--- src/rtl/mult8_defs.svh ---
// Shared encodings and widths for the mult8_share_arb slice (RTL and bench).
`ifndef MULT8_DEFS_SVH
`define MULT8_DEFS_SVH

`define MULT8_ST_IDLE 2'd0
`define MULT8_ST_CALC 2'd1
`define MULT8_ST_RESP 2'd2

`define MULT8_OP_W   8
`define MULT8_PROD_W 16

`endif

--- src/rtl/mult8_share_arb_pkg.sv ---
// Types and widths shared by the mult8_share_arb slice.
`include "mult8_defs.svh"

package mult8_share_arb_pkg;

    localparam int unsigned OP_W   = `MULT8_OP_W;
    localparam int unsigned PROD_W = `MULT8_PROD_W;

    typedef enum logic [1:0] {
        StIdle = `MULT8_ST_IDLE,
        StCalc = `MULT8_ST_CALC,
        StResp = `MULT8_ST_RESP
    } state_e;

endpackage

--- src/rtl/mult8_rr_pick.sv ---
// One-hot request picker. MULT8_ARB_RR_EN selects round-robin from ptr+1,
// otherwise fixed priority with the lowest index winning.
module mult8_rr_pick #(
    parameter int unsigned NREQ = 4,
    parameter int unsigned ID_W = 2
) (
    input  logic [NREQ-1:0] req,
    input  logic [ID_W-1:0] ptr,
    output logic [NREQ-1:0] grant,
    output logic [ID_W-1:0] grant_idx
);

    logic        found;
    int unsigned idx;

`ifdef MULT8_ARB_RR_EN
    logic [2*NREQ-1:0] dbl;
    logic [NREQ-1:0]   rot;

    always_comb begin
        grant     = '0;
        grant_idx = '0;
        found     = 1'b0;
        idx       = 0;
        // Rotate so that bit 0 is the request just after the pointer.
        dbl       = {req, req} >> (32'(ptr) + 32'd1);
        rot       = dbl[NREQ-1:0];
        for (int i = 0; i < NREQ; i++) begin
            if (!found && rot[i]) begin
                found = 1'b1;
                idx   = (unsigned'(i) + 32'(ptr) + 32'd1) % NREQ;
            end
        end
        if (found) begin
            grant_idx = ID_W'(idx);
            grant     = NREQ'(1) << idx;
        end
    end
`else
    logic unused_ptr;
    assign unused_ptr = ^ptr;

    always_comb begin
        grant     = '0;
        grant_idx = '0;
        found     = 1'b0;
        idx       = 0;
        for (int i = 0; i < NREQ; i++) begin
            if (!found && req[i]) begin
                found = 1'b1;
                idx   = unsigned'(i);
            end
        end
        if (found) begin
            grant_idx = ID_W'(idx);
            grant     = NREQ'(1) << idx;
        end
    end
`endif

endmodule

--- src/rtl/multiply8_signed.sv ---
// Combinational signed 8x8 -> 16 multiplier shared by the arbiter.
module multiply8_signed (
    input  logic signed [7:0]  a,
    input  logic signed [7:0]  b,
    output logic signed [15:0] product
);

    assign product = a * b;

endmodule

--- src/rtl/mult8_share_arb.sv ---
// Shares one multiply8_signed among NREQ valid/ready requesters, one op in flight.
// Build macro MULT8_ARB_RR_EN enables round-robin arbitration (default: fixed priority).
module mult8_share_arb
    import mult8_share_arb_pkg::*;
#(
    parameter int unsigned NREQ = 4,
    parameter int unsigned ID_W = 2
) (
    input  logic                 clk,
    input  logic                 reset,
    input  logic [NREQ-1:0]      req_valid,
    input  logic [8*NREQ-1:0]    req_a,
    input  logic [8*NREQ-1:0]    req_b,
    output logic [NREQ-1:0]      req_ready,
    output logic                 rsp_valid,
    output logic [PROD_W-1:0]    rsp_product,
    output logic [ID_W-1:0]      rsp_id,
    input  logic                 rsp_ready
);

    state_e            state_q, state_d;
    logic [OP_W-1:0]   a_q, b_q;
    logic [OP_W-1:0]   sel_a, sel_b;
    logic [ID_W-1:0]   id_q;
    logic [PROD_W-1:0] prod_q;
    logic [PROD_W-1:0] product;
    logic              rsp_valid_q;
    logic [NREQ-1:0]   grant;
    logic [ID_W-1:0]   grant_idx;
    logic [ID_W-1:0]   ptr;
    logic              accept;

    mult8_rr_pick #(
        .NREQ (NREQ),
        .ID_W (ID_W)
    ) u_pick (
        .req       (req_valid),
        .ptr       (ptr),
        .grant     (grant),
        .grant_idx (grant_idx)
    );

    multiply8_signed u_mul (
        .a       (a_q),
        .b       (b_q),
        .product (product)
    );

    assign accept = (state_q == StIdle) && (|grant);

`ifdef MULT8_ARB_RR_EN
    logic [ID_W-1:0] ptr_q;

    always_ff @(posedge clk or posedge reset) begin
        if (reset) begin
            ptr_q <= ID_W'(NREQ - 1);
        end else if (accept) begin
            ptr_q <= grant_idx;
        end
    end

    assign ptr = ptr_q;
`else
    assign ptr = ID_W'(NREQ - 1);
`endif

    always_comb begin
        sel_a = '0;
        sel_b = '0;
        for (int i = 0; i < NREQ; i++) begin
            if (grant[i]) begin
                sel_a = req_a[i*8 +: 8];
                sel_b = req_b[i*8 +: 8];
            end
        end
    end

    always_comb begin
        state_d   = state_q;
        req_ready = '0;
        unique case (state_q)
            StIdle: begin
                // Gate on reset so the grant drops the instant reset rises.
                if (!reset) begin
                    req_ready = grant;
                end
                if (|grant) begin
                    state_d = StCalc;
                end
            end
            StCalc: state_d = StResp;
            StResp: begin
                if (rsp_ready) begin
                    state_d = StIdle;
                end
            end
            default: state_d = StIdle;
        endcase
    end

    always_ff @(posedge clk or posedge reset) begin
        if (reset) begin
            state_q <= StIdle;
        end else begin
            state_q <= state_d;
        end
    end

    always_ff @(posedge clk or posedge reset) begin
        if (reset) begin
            a_q         <= '0;
            b_q         <= '0;
            id_q        <= '0;
            prod_q      <= '0;
            rsp_valid_q <= 1'b0;
        end else begin
            if (accept) begin
                a_q  <= sel_a;
                b_q  <= sel_b;
                id_q <= grant_idx;
            end
            if (state_q == StCalc) begin
                prod_q      <= product;
                rsp_valid_q <= 1'b1;
            end else if (state_q == StResp && rsp_ready) begin
                rsp_valid_q <= 1'b0;
            end
        end
    end

    assign rsp_valid   = rsp_valid_q;
    assign rsp_product = prod_q;
    assign rsp_id      = id_q;

endmodule

--- config.mk ---
export PLATFORM = sky130hd
export DESIGN_NAME = mult8_share_arb
export DESIGN_NICKNAME = d
export VERILOG_FILES = /design/src/rtl/mult8_share_arb_pkg.sv /design/src/rtl/mult8_rr_pick.sv /design/src/rtl/multiply8_signed.sv /design/src/rtl/mult8_share_arb.sv
export VERILOG_INCLUDE_DIRS = /design/src /design/src/rtl
export SDC_FILE = /design/constraint.sdc
export NUM_CORES = 1
export LEC_CHECK = 0
export BUFFER_PORTS_ARGS = -buffer_cell sky130_fd_sc_hd__buf_2
export CORE_MARGIN = 2
export CORE_UTILIZATION = 57
export CTS_CLUSTER_DIAMETER = 40
export DETAILED_ROUTE_END_ITERATION = 8
export PLACE_DENSITY = 0.87
export SLEW_MARGIN = 20
export SYNTH_ARGS = -nofsm -noshare
export SYNTH_HDL_FRONTEND = slang
export SYNTH_SLANG_ARGS = --single-unit
--- constraint.sdc ---
create_clock -name clk -period 11 [get_ports clk]
set_input_delay 0.55 -clock clk [delete_from_list [all_inputs] [get_ports clk]]
set_output_delay 0.55 -clock clk [all_outputs]
set_load 0.02 [all_outputs]
==> reports/metrics.cfg <==
[outcome]
status=finished clean

[clocking]
holdBufCountCts=0
cts_tree=done
cts_sinks=37
cts_setup_buffers=0
cts_buffers=5
worstSkewPairLatency_ps=300
h-tree-depth=2
post_cts_resized=0
clk_path_buf_depth=2
cts-root-buf=clkbuf_8
cts.reportedPaths.clkPinSlew_ps=90

[synth]
synth.area.top_cells=fa_1 (25%), dfrtp_1 (21%), ha_1 (8.4%)
synth.cell_area_sq_um=4329
yosys.cell_types.count=46
synth-async-reset-ratio=1.000
yosys_warnings=0
synth_edf_count=0
syn_inst=486
synth_top_area_share=0.2543
synth_nets=641
synthFlopType=dfrtp_1
synth_seq_area_share=0.2139
synth_area_leader_cell=fa_1
yosys_register_bits=37
syn-mean-instance-area_sq_um=8.908

[timing]
rsz0062_at_grt=no
fmax_mhz=219.4
setup_viol=0
max-slew-margin-rel=0.2836
finalCriticalPeriod_ps=4559
hold_viol_final=0
tightest_slew_ps=1072
drv_slew=0
clock-skew-final_ps=10.85
tns_ps=0
fin_crit_sh=0.4144

[drt]
drcViolationCount=0
drtPass1Iterations=4
antenna_left=0
routedWlPerCell_um=14.30
initialDrtViolationCount=97
via_count=3537
vias_per_cell=5.303
totalWireLength_um=9540

[grt]
overflow=0
grt_pass1_vias=3689
grt_start_max_net_pins=38
grt_pass1_wl_um=16680
grt_use_total=0.2473
antenna_found_initial=0

[placement]
place_congestion=0.9543
portBuffers=93
dp.final_hpwl_um=7785

[floorplan]
start_util=0.5937
die_w_um=91.15
core_area_sq_um=7292
die_height_um=91.15
core.rowCount=31
io_pins=94
die_area_sq_um=8308

[critical_path]
cp_data_arrival_time_ps=4770
path_max_fanout=9
worstSetupStartpointType=flip-flop
critical_path_required_ps=11210
ff2ff_path_depth=14
path_class=flip-flop to flip-flop
crit_path_end_kind=flip-flop
r2r_slack_ps=6440

[job]
max_cap_violations=0

[cells_and_area]
seqCellArea_sq_um=925.9
area_growth_pct=15.17
fill_cells=607
drive_above_1_share=0.1972
multi_input_area_sq_um=2995
layout.nets=722
antenna-diode-count=0

[worst_hold_path]
hp-class=input port to asynchronous set/reset pin

worst max-delay path, cell delays in order (launching register included):
cell,delay [ps]
dfrtp_1,460
nand2_1,170
inv_1,80
fa_1,620
inv_1,140
fa_1,580
fa_1,430
fa_1,490
inv_1,40
ha_1,270
inv_1,80
o21bai_1,440
nor3_1,140
a2111o_1,450
o211ai_1,100
cells in the final DEF, fill, tap and decap left out, types with 6 or more instances in the layout:
cell and count:
fa_1 55, o21ai_0 11, xnor2_1 6, buf_2 93, a22oi_1 16, dfrtp_1 37, inv_1 85, ha_1 29
and2_1 40, a221oi_1 16, a21oi_1 23, nand2_1 42, nor2_1 45
cells in the mapped netlist (2+ instances only):
cell type  count
o31ai_1        3
clkbuf_1      16
a21boi_0       2
a22oi_1       16
o21bai_1       2
o21ai_1        2
and2_1        40
fa_1          55
a211oi_1       2
nor2_1        45
nor2b_1        4
a21oi_1       23
nand2b_1       5
a2111o_1       2
a221oi_1      16
o21a_1         4
nor3_1         4
xnor2_1        6
ha_1          29
nand2_1       42
inv_1         85
nand3_1        3
buf_2          4
o21ai_0       11
xor2_1         4
dfrtp_1       37
and3_1         5
sequential cells by signal, indices dropped and copies added (netlist names):
name and cells:
rsp_product 16, rsp_valid 1, rsp_id 2, b_q 8
a_q 8, state_q 2
routing by layer:
metal,share of wire,GRT usage,wire length (um)
met1,0.43,0.3087,4130
met2,0.51,0.4438,4837
met3,0.044,0.03900,421
met4,0.016,0.06944,150
met5,0,0,0
final cells by class:
class                           instances  area share
Clock buffer                            5     0.01380
Clock inverter                          3     0.01305
Inverter                               85     0.06399
Multi-Input combinational cell        342      0.6008
Sequential cell                        37      0.1857
Tap cell                               99     0.02484
Timing Repair Buffer                   96     0.09787
path summary, 6_finish.rpt:
kind | to | start
max in group asynchronous | rsp_product[15] | reset
worst min register to register | rsp_product[4] | rsp_product[4]
worst min-delay path | state_q[1] | reset
worst max register to register | rsp_product[14] | b_q[2]
worst max-delay path | rsp_product[14] | b_q[2]
min in group clk | state_q[1] | rsp_ready
through the flow:
| stage | hold WS [ps] | setup slack (ps) | utilization | cell area, sq um | instances |
|---|---|---|---|---|---|
| 3_3_place_gp | 449.8 | 6628 | 0.6654 | 4852 | 659 |
| 2_1_floorplan | 532.2 | 6726 | - | 4329 | 486 |
| 6_report | 361.2 | 6441 | 0.6838 | 4986 | 667 |
| 4_1_cts | 380.8 | 6424 | 0.6838 | 4986 | 667 |
| 5_1_grt | 406.7 | 6129 | 0.6838 | 4986 | 667 |
| 3_5_place_dp | 454.6 | 6459 | 0.6654 | 4852 | 659 |
kinds of logic after synthesis:
family,share of synthesized area
compound gates,0.1647
xor+xnor,0.02023
fa+ha+maj,0.3382
buf+inv,0.09422
flops,0.2139
simple gates,0.1688
Power is left out: the tool's default activity adds up to more than one toggle a clock period on the data nets, which glitch-free logic cannot reach.
